==> src/rtl/imem_boot_loader.sv <==
// Loads a length-prefixed, checksummed little-endian byte stream into instruction memory; holds the core until done.
// One write per word, registered one cycle after its 4th byte; in_ready is low outside HDR/DATA/CSUM, so the source stalls.
module imem_boot_loader #(
  parameter int Size = 1024
) (
  input  logic        clk,
  input  logic        reset_n,
  input  logic        in_valid,
  input  logic [7:0]  in_data,
  output logic        in_ready,
  input  logic        start,
  output logic        we,
  output logic [31:0] waddr,
  output logic [31:0] wdata,
  output logic        cpu_hold,
  output logic        done,
  output logic        error
);

  localparam int IW = $clog2(Size) + 1;

  typedef enum logic [2:0] {
    INIT  = 3'd0,
    HDR   = 3'd1,
    DATA  = 3'd2,
    CSUM  = 3'd3,
    DONE  = 3'd4,
    ERROR = 3'd5
  } state_t;

  state_t          state;
  logic [1:0]      bcnt;
  logic [31:0]     nwords;
  logic [23:0]     asm_q;
  logic [7:0]      sum;
  logic [IW-1:0]   widx;

  logic            xfer;
  logic [31:0]     hdr_full;
  logic [IW-1:0]   widx_nxt;

  assign xfer     = in_valid && in_ready;
  assign hdr_full = {in_data, nwords[23:0]};
  assign widx_nxt = widx + 1'b1;

  always_ff @(posedge clk or negedge reset_n) begin
    if (!reset_n) begin
      state    <= INIT;
      bcnt     <= 2'd0;
      nwords   <= 32'd0;
      asm_q    <= 24'd0;
      sum      <= 8'd0;
      widx     <= '0;
      in_ready <= 1'b0;
      we       <= 1'b0;
      waddr    <= 32'd0;
      wdata    <= 32'd0;
      cpu_hold <= 1'b1;
      done     <= 1'b0;
      error    <= 1'b0;
    end else begin
      we <= 1'b0;
      case (state)
        INIT: begin
          state    <= HDR;
          in_ready <= 1'b1;
        end

        HDR: begin
          if (xfer) begin
            bcnt <= bcnt + 2'd1;
            case (bcnt)
              2'd0: nwords[7:0]   <= in_data;
              2'd1: nwords[15:8]  <= in_data;
              2'd2: nwords[23:16] <= in_data;
              default: begin
                nwords <= hdr_full;
                widx   <= '0;
                sum    <= 8'd0;
                if (hdr_full > 32'(Size)) begin
                  state    <= ERROR;
                  in_ready <= 1'b0;
                  error    <= 1'b1;
                end else if (hdr_full == 32'd0) begin
                  state <= CSUM;
                end else begin
                  state <= DATA;
                end
              end
            endcase
          end
        end

        DATA: begin
          if (xfer) begin
            sum  <= sum + in_data;
            bcnt <= bcnt + 2'd1;
            case (bcnt)
              2'd0: asm_q[7:0]   <= in_data;
              2'd1: asm_q[15:8]  <= in_data;
              2'd2: asm_q[23:16] <= in_data;
              default: begin
                we    <= 1'b1;
                wdata <= {in_data, asm_q};
                waddr <= 32'({widx, 2'b00});
                widx  <= widx_nxt;
                // nwords <= Size here, so the index comparison cannot overflow
                if (32'(widx_nxt) == nwords) state <= CSUM;
              end
            endcase
          end
        end

        CSUM: begin
          if (xfer) begin
            in_ready <= 1'b0;
            if (in_data == sum) begin
              state    <= DONE;
              done     <= 1'b1;
              cpu_hold <= 1'b0;
            end else begin
              state <= ERROR;
              error <= 1'b1;
            end
          end
        end

        DONE, ERROR: begin
          if (start) begin
            state    <= HDR;
            bcnt     <= 2'd0;
            sum      <= 8'd0;
            widx     <= '0;
            in_ready <= 1'b1;
            cpu_hold <= 1'b1;
            done     <= 1'b0;
            error    <= 1'b0;
          end
        end

        default: begin
          state    <= INIT;
          in_ready <= 1'b0;
        end
      endcase
    end
  end

endmodule

==> config.mk <==
export PLATFORM = sky130hd
export DESIGN_NAME = imem_boot_loader
export DESIGN_NICKNAME = d
export VERILOG_FILES = /design/src/rtl/imem_boot_loader.sv
export SDC_FILE = /design/constraint.sdc
export NUM_CORES = 1
export LEC_CHECK = 0
export ABC_CLOCK_PERIOD_IN_PS = 4960
export CORE_MARGIN = 4
export CORE_UTILIZATION = 30
export CTS_BUF_LIST = sky130_fd_sc_hd__clkbuf_2
export DETAILED_ROUTE_END_ITERATION = 8
export PLACE_DENSITY_LB_ADDON = 0.05
export SLEW_MARGIN = 20
export SYNTH_ARGS = -nofsm -noshare
export SYNTH_HDL_FRONTEND = slang
export SYNTH_SLANG_ARGS = --single-unit
==> constraint.sdc <==
create_clock -name clk -period 4.96 [get_ports clk]
set_input_delay 0.992 -clock clk [delete_from_list [all_inputs] [get_ports clk]]
set_output_delay 0.992 -clock clk [all_outputs]
set_load 0.1 [all_outputs]
* Word-level counts from Yosys, hierarchy flattened
Cells that the tools add are included.
Operators by class: $add $sub $neg 3, multipliers 0, div/mod/pow operators 0, magnitude comparators 1, equality and inequality tests 20, shift-type cells 0, multiplexer cells 47, bitwise logic cells 2, reductions and logical operators 26
Operator list (number):
- $mux W11 | 5
- $pmux W11 S3 | 1
- $eq A11 B32 Y1 | 1
- $gt A32 B11 Y1 const B | 1
- $logic_not A32 Y1 | 1
- $mux W8 | 4
- $reduce_and A3 Y1 | 9
- $mux W3 | 8
- $pmux W8 S3 | 1
- $mux W1 | 20
- $ne A2 B2 Y1 const B | 10
- $pmux W3 S5 | 1
- $reduce_and A7 Y1 | 2
- $reduce_and A6 Y1 | 2
- $add A11 B1 Y11 const B | 1
- $add A8 B8 Y8 | 1
- $eq A8 B8 Y1 | 1
- $eq A3 B2 Y1 const B | 2
- $eq A3 B3 Y1 const B | 2
- $reduce_bool A3 Y1 | 2
- $pmux W1 S5 | 1
- $reduce_and A5 Y1 | 1
- $mux W2 | 2
- $pmux W1 S2 | 2
- 15 further kinds | 18
Storage, ports and cells: flip-flop bits (word level) 128, bits in latches 0, bits in writable memories 0, ROM bits 0, output and inout port bits 69, memories kept 0

* Logic depth before layout (Yosys ltp)
Gate-level depths: netlist of the first run.
depth in word-level cells 6, gate-level depth with buffers 8

* Worst setup path before layout of the first run
Ideal clock, no wire load.
kind flip-flop to flip-flop, start reg in_ready, end reg state[0], data arrival time 2663 ps, slack 2176 ps, stages on the path, launching flop included 8, buffers on the path 1, cell sequence dfrtp_1 > and2_1 > buf_6 > nand2_2 > or4_4 > a2111oi_4 > a31oi_1 > a2111oi_1
On the way: word-level cells in the longest chain between the ends 3, elaborated cells on any way between the ends 5, classes of those cells 3 x eq/ne; 2 x reduce/logical
RTL lines:
- start: declaration | RTL line 10 | output logic in_ready,
- start signal: assignment | RTL line 54 | in_ready <= 1'b0;
- start signal: assignment | RTL line 66 | in_ready <= 1'b1;
- start signal: assignment | RTL line 82 | in_ready <= 1'b0;
- $logic_and A1 B1 Y1 * | RTL line 42 | assign xfer = in_valid && in_ready;
- $ne A2 B2 Y1 (no line)
- $reduce_and A7 Y1 (no line) *
- end signal: assignment | RTL line 48 | state <= INIT;
- end signal: assignment | RTL line 65 | state <= HDR;
- end signal: assignment | RTL line 81 | state <= ERROR;
- end: declaration | RTL line 31 | state_t state;
Every way passes the cells marked *; elsewhere a longest branch is shown, timed or not. A chain may end at the register's enable or synchronous reset.

* Final worst setup path of the first run
start reg cpu_hold, end out cpu_hold
RTL lines:
- start: declaration | RTL line 15 | output logic cpu_hold,
- start signal: assignment | RTL line 58 | cpu_hold <= 1'b1;
- start signal: assignment | RTL line 120 | cpu_hold <= 1'b0;
- start signal: assignment | RTL line 135 | cpu_hold <= 1'b1;
No word-level cell between the ends.

==> reports/metrics.yaml, run 1 <==
status: "complete, no violations"
synthArstFlopShare_pct: 100
final_cell_mix: "nand2_1 (154), dfrtp_1 (127), clkdlybuf4s50_1 (58)"
synth.largest_area_cell: "dfrtp_1"
numCtsBuffers: 17
drive_gt1_share_pct: 16.7
period_minus_slack_ns: 3.36
finalHoldViolations: 0
clock-sinks: 128
holdWs_ns: 0.255
grt_pass1_wl_mm: 24.6
fin_ws_ns: 1.60
synth-edff-count: 0
synth-seq-cells: 128
die_w_um: 150
synth.top_cell.area_share_pct: 52.6
crit_arrival_ns: 2.37
layout_commonest_cell: "nand2_1"
vias: 4326
clk_pin_slew_ns: 0.20
finalSetupViolCount: 0
antenna_found_initial: 1
ir_drop_v: 0.000116
hp-class: "in -> async"
synth_seq_area_share_pct: 53.0
die-area_um2: 22500
drcViolationCount: 0
slew_headroom_pct: 33.4
dp_slack_ns: 1.43
path_cells: "clkdlybuf4s50_1"
cp_max_fo: 2
die_y_um: 150
start_util_pct: 30.7
grt-ovfl-total: 0
cts_resized: 0
r2r-start: "widx[0]"
io_pins: 81
grt_max_degree: 60
post_cts_buffers: 0
fin_cells: 925
worst_pin_slew_ns: 0.995
drt-vias-per-instance: 4.68
io_buffers: 59
cts_hold_buf: 0
dr.pass1.iters: 5
cts_tree: "built"
postSynthAreaPerCell_um2: 10.3
nFillCells: 2047
maxClockFrequency_mhz: 297
fin_setup_tns_ns: 0
final_util_pct: 35.9
critical-path-top-delay-family: "buffers and inverters"
maxCapViolations: 0
insertion_delay_ns: 0.69
syn_inst: 588
wl_per_cell_um: 16.5
synth_area_leaders: "dfrtp_1 (53%), mux2_2 (10%), nand2_1 (9.6%), buf_4 (2.6%), ha_1 (2.5%)"
synth.distinct_cells: 57
clock_path_buffers: 2
p_leak_nw: 3.26
dp.cells: 891
cts_root_buf: "clkbuf_2"
worst-r2r-setup-slack_ns: 2.36
start_kind: "register"
grt_use_total_pct: 14.2
fin_crit_sh_pct: 67.8
syn_to_final_growth_pct: 16.8
grt_setup_unrepaired: "false"
maxSlewViolCount: 0
path_class: "reg -> out"
cts_max_level: 4
syn_area_um2: 6040
clock_skew_ns: 0.0293
synth_ff_type: "dfrtp_1"
rows: 51
drt_iter0_drc: 216
powerDensity_nw_per_um2: 339
endpoint_kind: "primary output"
crit_required_ns: 3.97
postRouteAntennaNets: 0
coreArea_um2: 19700
grt_pass1_vias: 4368
hpwlAfterDp_mm: 10.3
cp_slowest_cell: "clkdlybuf4s50_1"
gp_congestion: 0.743
layout.nets: 670
critPathLaunch: "cpu_hold"
drt-total-wl_mm: 15.3
critPathMaxStageDelay_ns: 1.13
timing.critical_path.buf_inv: 1
yosysWarnings: 0
-- worst register-to-register path, cell delays in order (launching register included) --
cell,delay (ns)
dfrtp_1,0.52
ha_1,0.30
nand3_1,0.32
a2111oi_0,0.46
nor2_1,0.13
a2111oi_4,0.29
a31oi_1,0.12
a2111oi_1,0.35
-- layer usage --
layer  track usage [%]  part of all wire [%]  vias up
li1                  -                     -     2076
met1              19.5                    49     2146
met2              22.5                    47       95
met3              3.21                   3.4        9
met4              4.30                  0.85        0
met5                 0                     0        -
-- Yosys cell counts, types with 2 or more instances --
master / number
a21oi_1: 10
a31oi_1: 3
and2_1: 3
and3_1: 3
and4_1: 2
buf_1: 2
buf_2: 3
buf_4: 21
clkbuf_1: 22
dfrtp_1: 127
ha_1: 12
inv_1: 11
mux2_2: 55
nand2_1: 154
nand3_1: 10
nand4_1: 3
nor2_1: 19
nor2_2: 3
nor2b_1: 3
nor3_1: 7
nor3b_1: 2
nor4_1: 10
nor4b_1: 2
o21a_1: 5
o21ai_0: 28
o21bai_1: 3
o221ai_1: 2
o31ai_1: 10
or2_2: 3
or3_1: 2
or3b_2: 2
xnor2_1: 16
xor2_1: 6
-- power breakdown --
part / switching [mW] / internal [mW] / total [mW] / leakage [nW]
logic: 0.297 / 0.196 / 0.493 / 1.41
clock network: 0.427 / 0.185 / 0.612 / 0.125
registers: 0.106 / 1.18 / 1.29 / 1.72
total: 0.830 / 1.56 / 2.39 / 3.26
-- kinds of logic (layout without fill, tap and decap cells) --
logic type               count (synthesis)  after routing  share of synthesized area (%)
other                                    1             23                         0.0621
AO/OA/AOI/OAI                           77             77                           8.53
buffers and inverters                   60            110                           5.22
flip-flops                             128            128                           53.0
adder cells (fa/ha/maj)                 13             13                           2.82
XOR/XNOR                                22             22                           3.19
multiplexers                            55             55                           10.2
AND/OR/NAND/NOR                        232            232                           16.9
-- worst paths after layout --
check,cells after the start,to
max reg2reg,7,state[0]
max,1,cpu_hold
min reg2reg,2,wdata[7]
max in group asynchronous,2,nwords[29]
min,1,sum[3]
min in group clk,2,wdata[7]
-- metrics by stage --
step / area (um2) / total power, mW
floorplan: 6120 / 1.67
global placement: 6830 / 1.80
global route: 7060 / 2.55
CTS: 7050 / 2.43
detailed placement: 6830 / 1.81
finish: 7060 / 2.39
-- area by class of cell --
cell class                      instances  area [um2]  area share, %
Multi-Input combinational cell        420        2610           36.9
Timing Repair Buffer                   67         648           9.18
Sequential cell                       128        3200           45.4
Inverter                               11        41.3          0.585
Clock inverter                         15         135           1.91
Tap cell                              265         332           4.70
Clock buffer                           17        85.1           1.21
Antenna cell                            2        5.00         0.0709
-- state kept, by name (all words and copies together), names as in the netlist, 2 cells and up --
signal and cells:
state 3, bcnt 2, wdata 32, asm_q 24
waddr 11, widx 11, sum 8, nwords 32
(Power assumes the default switching activity.)
==> inputs of run 2 (changes only) <==
ABC_CLOCK_PERIOD_IN_PS = 3500   (was 4960)
clock period = 3.5 ns   (was 4.96 ns; I/O delays follow)
==> run 2 against run 1 <==
Net effect: sequential power increased by 42%; worst setup slack got worse by 1.1 ns; critical path type unchanged; total power increased by 45%; core utilization is 0.53 points higher; combinational power grew 44%; wire length rose by 2.6%; clock skew grew 0.0029 ns; non-clock buffer count up 10.
==> reports/metrics.yaml, run 2 (synthesis gave the netlist of run 1 again) <==
die-area_um2: 22500
hp-start: "asm_q[7]"
rows: 51
cts_resized: 0
io_pins: 81
crit_arrival_ns: 2.29
layout.nets: 680
status: "complete, no violations"
wl_per_cell_um: 16.8
cts_tree: "built"
maxClockFrequency_mhz: 334
drcViolationCount: 0
endpoint_kind: "primary output"
powerDensity_nw_per_um2: 484
clock-sinks: 128
io_buffers: 59
final_cell_mix: "nand2_1 (154), dfrtp_1 (127), mux2_2 (55)"
critPathMaxStageDelay_ns: 1.14
fin_crit_sh_pct: 85.5
crit_required_ns: 2.80
finalHoldViolations: 0
start_kind: "register"
worst_pin_slew_ns: 0.997
die_w_um: 150
cp_max_fo: 2
drt-total-wl_mm: 15.7
maxCapViolations: 0
drt_iter0_drc: 211
post_cts_buffers: 0
cp_slowest_cell: "clkdlybuf4s50_1"
vias: 4361
reg.largest.list: "nwords: 32 flops, wdata: 32 flops, asm_q: 24 flops"
grt_use_total_pct: 14.8
finalSetupViolCount: 0
gp_congestion: 0.743
drive_gt1_share_pct: 18.4
fin_setup_tns_ns: 0
numCtsBuffers: 17
p_total_mw: 3.47
start_util_pct: 30.7
grt-ovfl-total: 0
worst-r2r-setup-slack_ns: 0.90
rr_endpoint: "state[0]"
cts_max_level: 4
clock_path_buffers: 2
grt_max_degree: 60
syn_to_final_growth_pct: 18.5
slew_headroom_pct: 33.3
hpwlAfterDp_mm: 10.8
whs_path_depth: 2
insertion_delay_ns: 0.72
drt-vias-per-instance: 4.67
dr.pass1.iters: 4
clock_skew_ns: 0.0322
antenna_found_initial: 1
grt_pass1_vias: 4414
r2r-start: "widx[0]"
cts_root_buf: "clkbuf_2"
path_cells: "clkdlybuf4s50_1"
ir_drop_v: 0.000185
clk_pin_slew_ns: 0.26
cts_hold_buf: 1
coreArea_um2: 19700
timing.critical_path.buf_inv: 1
grt_setup_unrepaired: "false"
die_y_um: 150
p_leak_nw: 3.32
layout_commonest_cell: "nand2_1"
grt_pass1_wl_mm: 25.4
critical-path-top-delay-family: "buffers and inverters"
min_to: "wdata[7]"
period_minus_slack_ns: 2.99
path_class: "reg -> out"
postRouteAntennaNets: 0
maxSlewViolCount: 0
r2r_cells: 7
hp-class: "reg -> reg"
## run 2: final cells by class
| cell class | count | area (um2) |
|---|---|---|
| Timing Repair Buffer | 77 | 741 |
| Sequential cell | 128 | 3200 |
| Tap cell | 265 | 332 |
| Clock buffer | 17 | 85.1 |
| Multi-Input combinational cell | 420 | 2600 |
| Inverter | 11 | 41.3 |
| Fill cell | 2015 | 12500 |
| Clock inverter | 15 | 153 |
| Antenna cell | 1 | 2.50 |
## run 2: power by group
part	switching, mW	leakage (nW)	internal [mW]
clock	0.647	0.132	0.278
combinational	0.427	1.47	0.284
sequential	0.155	1.72	1.67
total	1.23	3.32	2.24
## run 2: stage by stage
stage	instances	area (um2)	setup WS, ns	util (%)	hold WS (ns)
floorplan	608	6120	0.716	-	0.404
global placement	900	6910	0.540	35.2	0.455
detailed placement	900	6910	0.550	35.2	0.450
CTS	933	7160	0.400	36.4	0.470
global route	934	7160	0.339	36.4	0.483
finish	934	7160	0.509	36.4	0.471
## run 2: layer usage
metal	up-vias	wire length, um	global-route usage [%]	share of wire [%]
met3	9	582	3.66	3.7
met1	2159	7750	21.0	49
met2	96	7240	22.8	46
met5	-	0	0	0
met4	0	130	3.16	0.83
li1	2097	-	-	-
## run 2: worst max-delay path by stage
stage	start	end	slack (ns)	cells past startpoint
after detailed placement	in_valid	state[0]	0.55	7
final	wdata[17]	wdata[17]	0.51	1
after global routing	wdata[17]	wdata[17]	0.34	1
after floorplan	in_ready	state[0]	0.72	7
after global placement	in_data[6]	error	0.54	7
after CTS	wdata[17]	wdata[17]	0.40	1
==> inputs of run 3 (changes only) <==
ABC_AREA = 1   (was default)
==> run 3 against run 2 <==
Net effect: core utilization hardly changed; synthesized cell count is 22% higher; fmax is 0.78% higher; total power is 16% higher; critical path depth stayed put; count of clock-buffer cells in the layout stayed put; register-to-register slack better by 0.26 ns; wire length is 1.0% lower; synthesized area is 0.54% lower; sequential power hardly changed; highest routed layer unchanged.
==> reports/metrics.yaml, run 3 <==
clock_path_buffers: 2
fin_crit_sh_pct: 84.8
synth_ff_type: "dfrtp_1"
synthArstFlopShare_pct: 100
rows: 51
antenna_found_initial: 1
worst-r2r-setup-slack_ns: 1.16
maxClockFrequency_mhz: 337
io_buffers: 59
crit_required_ns: 2.80
critPathMaxStageDelay_ns: 1.15
cts_tree: "built"
postRouteAntennaNets: 0
layout.nets: 813
drcViolationCount: 0
syn_inst: 719
powerDensity_nw_per_um2: 565
fin_setup_tns_ns: 0
worst_pin_slew_ns: 0.993
nFillCells: 2054
drive_gt1_share_pct: 7.87
maxSlewViolCount: 0
cp_max_fo: 2
yosysWarnings: 0
clk_pin_slew_ns: 0.20
drt-total-wl_mm: 15.5
period_minus_slack_ns: 2.97
drt-vias-per-instance: 4.55
grt_max_degree: 73
post_cts_buffers: 0
synth_seq_area_share_pct: 53.3
numCtsBuffers: 17
gp_congestion: 0.820
critical-path-top-delay-family: "buffers and inverters"
crit_arrival_ns: 2.27
die_w_um: 150
insertion_delay_ns: 0.69
rr_endpoint: "state[1]"
cts_max_level: 4
wl_per_cell_um: 14.5
timing.critical_path.buf_inv: 1
ir_drop_v: 0.000434
p_leak_nw: 3.49
maxCapViolations: 0
synth_common_cells: "nand2_1 (242), dfrtp_1 (127), o21ai_0 (99)"
synth.distinct_cells: 35
syn_to_final_growth_pct: 18.8
finalSetupViolCount: 0
grt_pass1_vias: 4780
hpwlAfterDp_mm: 10.8
final_cell_mix: "nand2_1 (242), dfrtp_1 (127), o21ai_0 (99)"
cts_resized: 0
dr.pass1.iters: 4
die-area_um2: 22400
status: "complete, no violations"
cts_hold_buf: 1
finalHoldViolations: 0
reg.largest.list: "nwords: 32 flops, wdata: 32 flops, asm_q: 24 flops"
grt_use_total_pct: 14.7
cts_root_buf: "clkbuf_2"
r2r_cells: 14
die_y_um: 150
grt-ovfl-total: 0
synth.largest_area_cell: "dfrtp_1"
start_kind: "register"
synth_area_leaders: "dfrtp_1 (53%), nand2_1 (15%), o21ai_0 (8.2%), inv_1 (3.9%), nand3_1 (3.0%)"
coreArea_um2: 19600
place_area_um2: 6850
yosysMostFrequentCell: "nand2_1"
synth.top_cell.area_share_pct: 52.9
synth-edff-count: 0
clock_skew_ns: 0.0269
syn_area_um2: 6010
final_area_um2: 7140
hp-class: "in -> async"
vias: 4859
slew_headroom_pct: 33.6
io_pins: 81
path_class: "reg -> out"
postSynthAreaPerCell_um2: 8.36
grt_pass1_wl_mm: 25.8
cp_slowest_cell: "clkdlybuf4s50_1"
path_cells: "clkdlybuf4s50_1"
synth-seq-cells: 128
layout_commonest_cell: "nand2_1"
grt_setup_unrepaired: "false"
clock-sinks: 128
drt_iter0_drc: 284
endpoint_kind: "primary output"
r2r-start: "widx[0]"
start_util_pct: 30.7
run 3: changes by cell type in the layout (fill, tap and decap cells not counted), moves of 8 or more:
cell	change
nand2_1	+88
nor2_1	+14
o21ai_0	+71
nand3_1	+27
o31ai_1	-10
nand4_1	+8
mux2_2	-55
xnor2_1	-13
nor4_1	-8
inv_1	+52
run 3: layout make-up:
cell class / instances / area (um2) / area share, %
inverters: 66 / 248 / 3.47
repair buffers: 71 / 696 / 9.74
diodes: 2 / 5.00 / 0.0701
flip-flops and latches: 128 / 3200 / 44.9
well taps: 265 / 332 / 4.64
multi-input cells: 504 / 2380 / 33.3
clock inverters: 15 / 193 / 2.70
clock buffers: 17 / 85.1 / 1.19
run 3: metal layers:
layer / share of wire, % / wire length [um] / vias to the layer above / track usage [%]
li1: - / - / 2428 / -
met1: 49 / 7610 / 2316 / 20.4
met2: 46 / 7090 / 104 / 23.3
met3: 4.5 / 705 / 11 / 3.60
met4: 0.91 / 141 / 0 / 3.57
met5: 0 / 0 / - / 0
run 3: worst max-delay path by stage:
| stage | start | endpoint | slack (ns) | cells after the start |
|---|---|---|---|---|
| final | wdata[25] | wdata[25] | 0.53 | 1 |
| after floorplan | in_ready | waddr[2] | 1.28 | 9 |
| after global placement | in_data[2] | done | 0.68 | 8 |
| after detailed placement | in_data[2] | done | 0.66 | 8 |
| after CTS | waddr[10] | waddr[10] | 0.43 | 1 |
| after global routing | wdata[31] | wdata[31] | 0.38 | 1 |
run 3: kinds of logic after synthesis:
kind of cell	after synthesis	synth area share [%]
XOR/XNOR	5	0.729
buffers and inverters	107	8.39
AO/OA/AOI/OAI	124	10.8
other	1	0.0624
adder cells (fa/ha/maj)	13	2.83
flip-flops	128	53.3
AND/OR/NAND/NOR	341	23.9
run 3: where the power goes:
part	internal [mW]	switching [mW]	total, mW
Combinational	0.319	0.841	1.16
Clock	0.465	0.582	1.05
Sequential	1.68	0.151	1.83
run 3: per-stage QoR:
| stage | power (mW) | utilization, % | worst slack [ns] | cells | hold WS, ns |
|---|---|---|---|---|---|
| global placement | 3.01 | 34.9 | 0.678 | 1033 | 0.456 |
| detailed placement | 3.02 | 34.9 | 0.656 | 1033 | 0.458 |
| floorplan | 2.72 | - | 1.28 | 739 | 0.404 |
| CTS | 4.10 | 36.4 | 0.430 | 1066 | 0.401 |
| finish | 4.04 | 36.4 | 0.532 | 1068 | 0.467 |
| global route | 4.34 | 36.4 | 0.383 | 1068 | 0.384 |
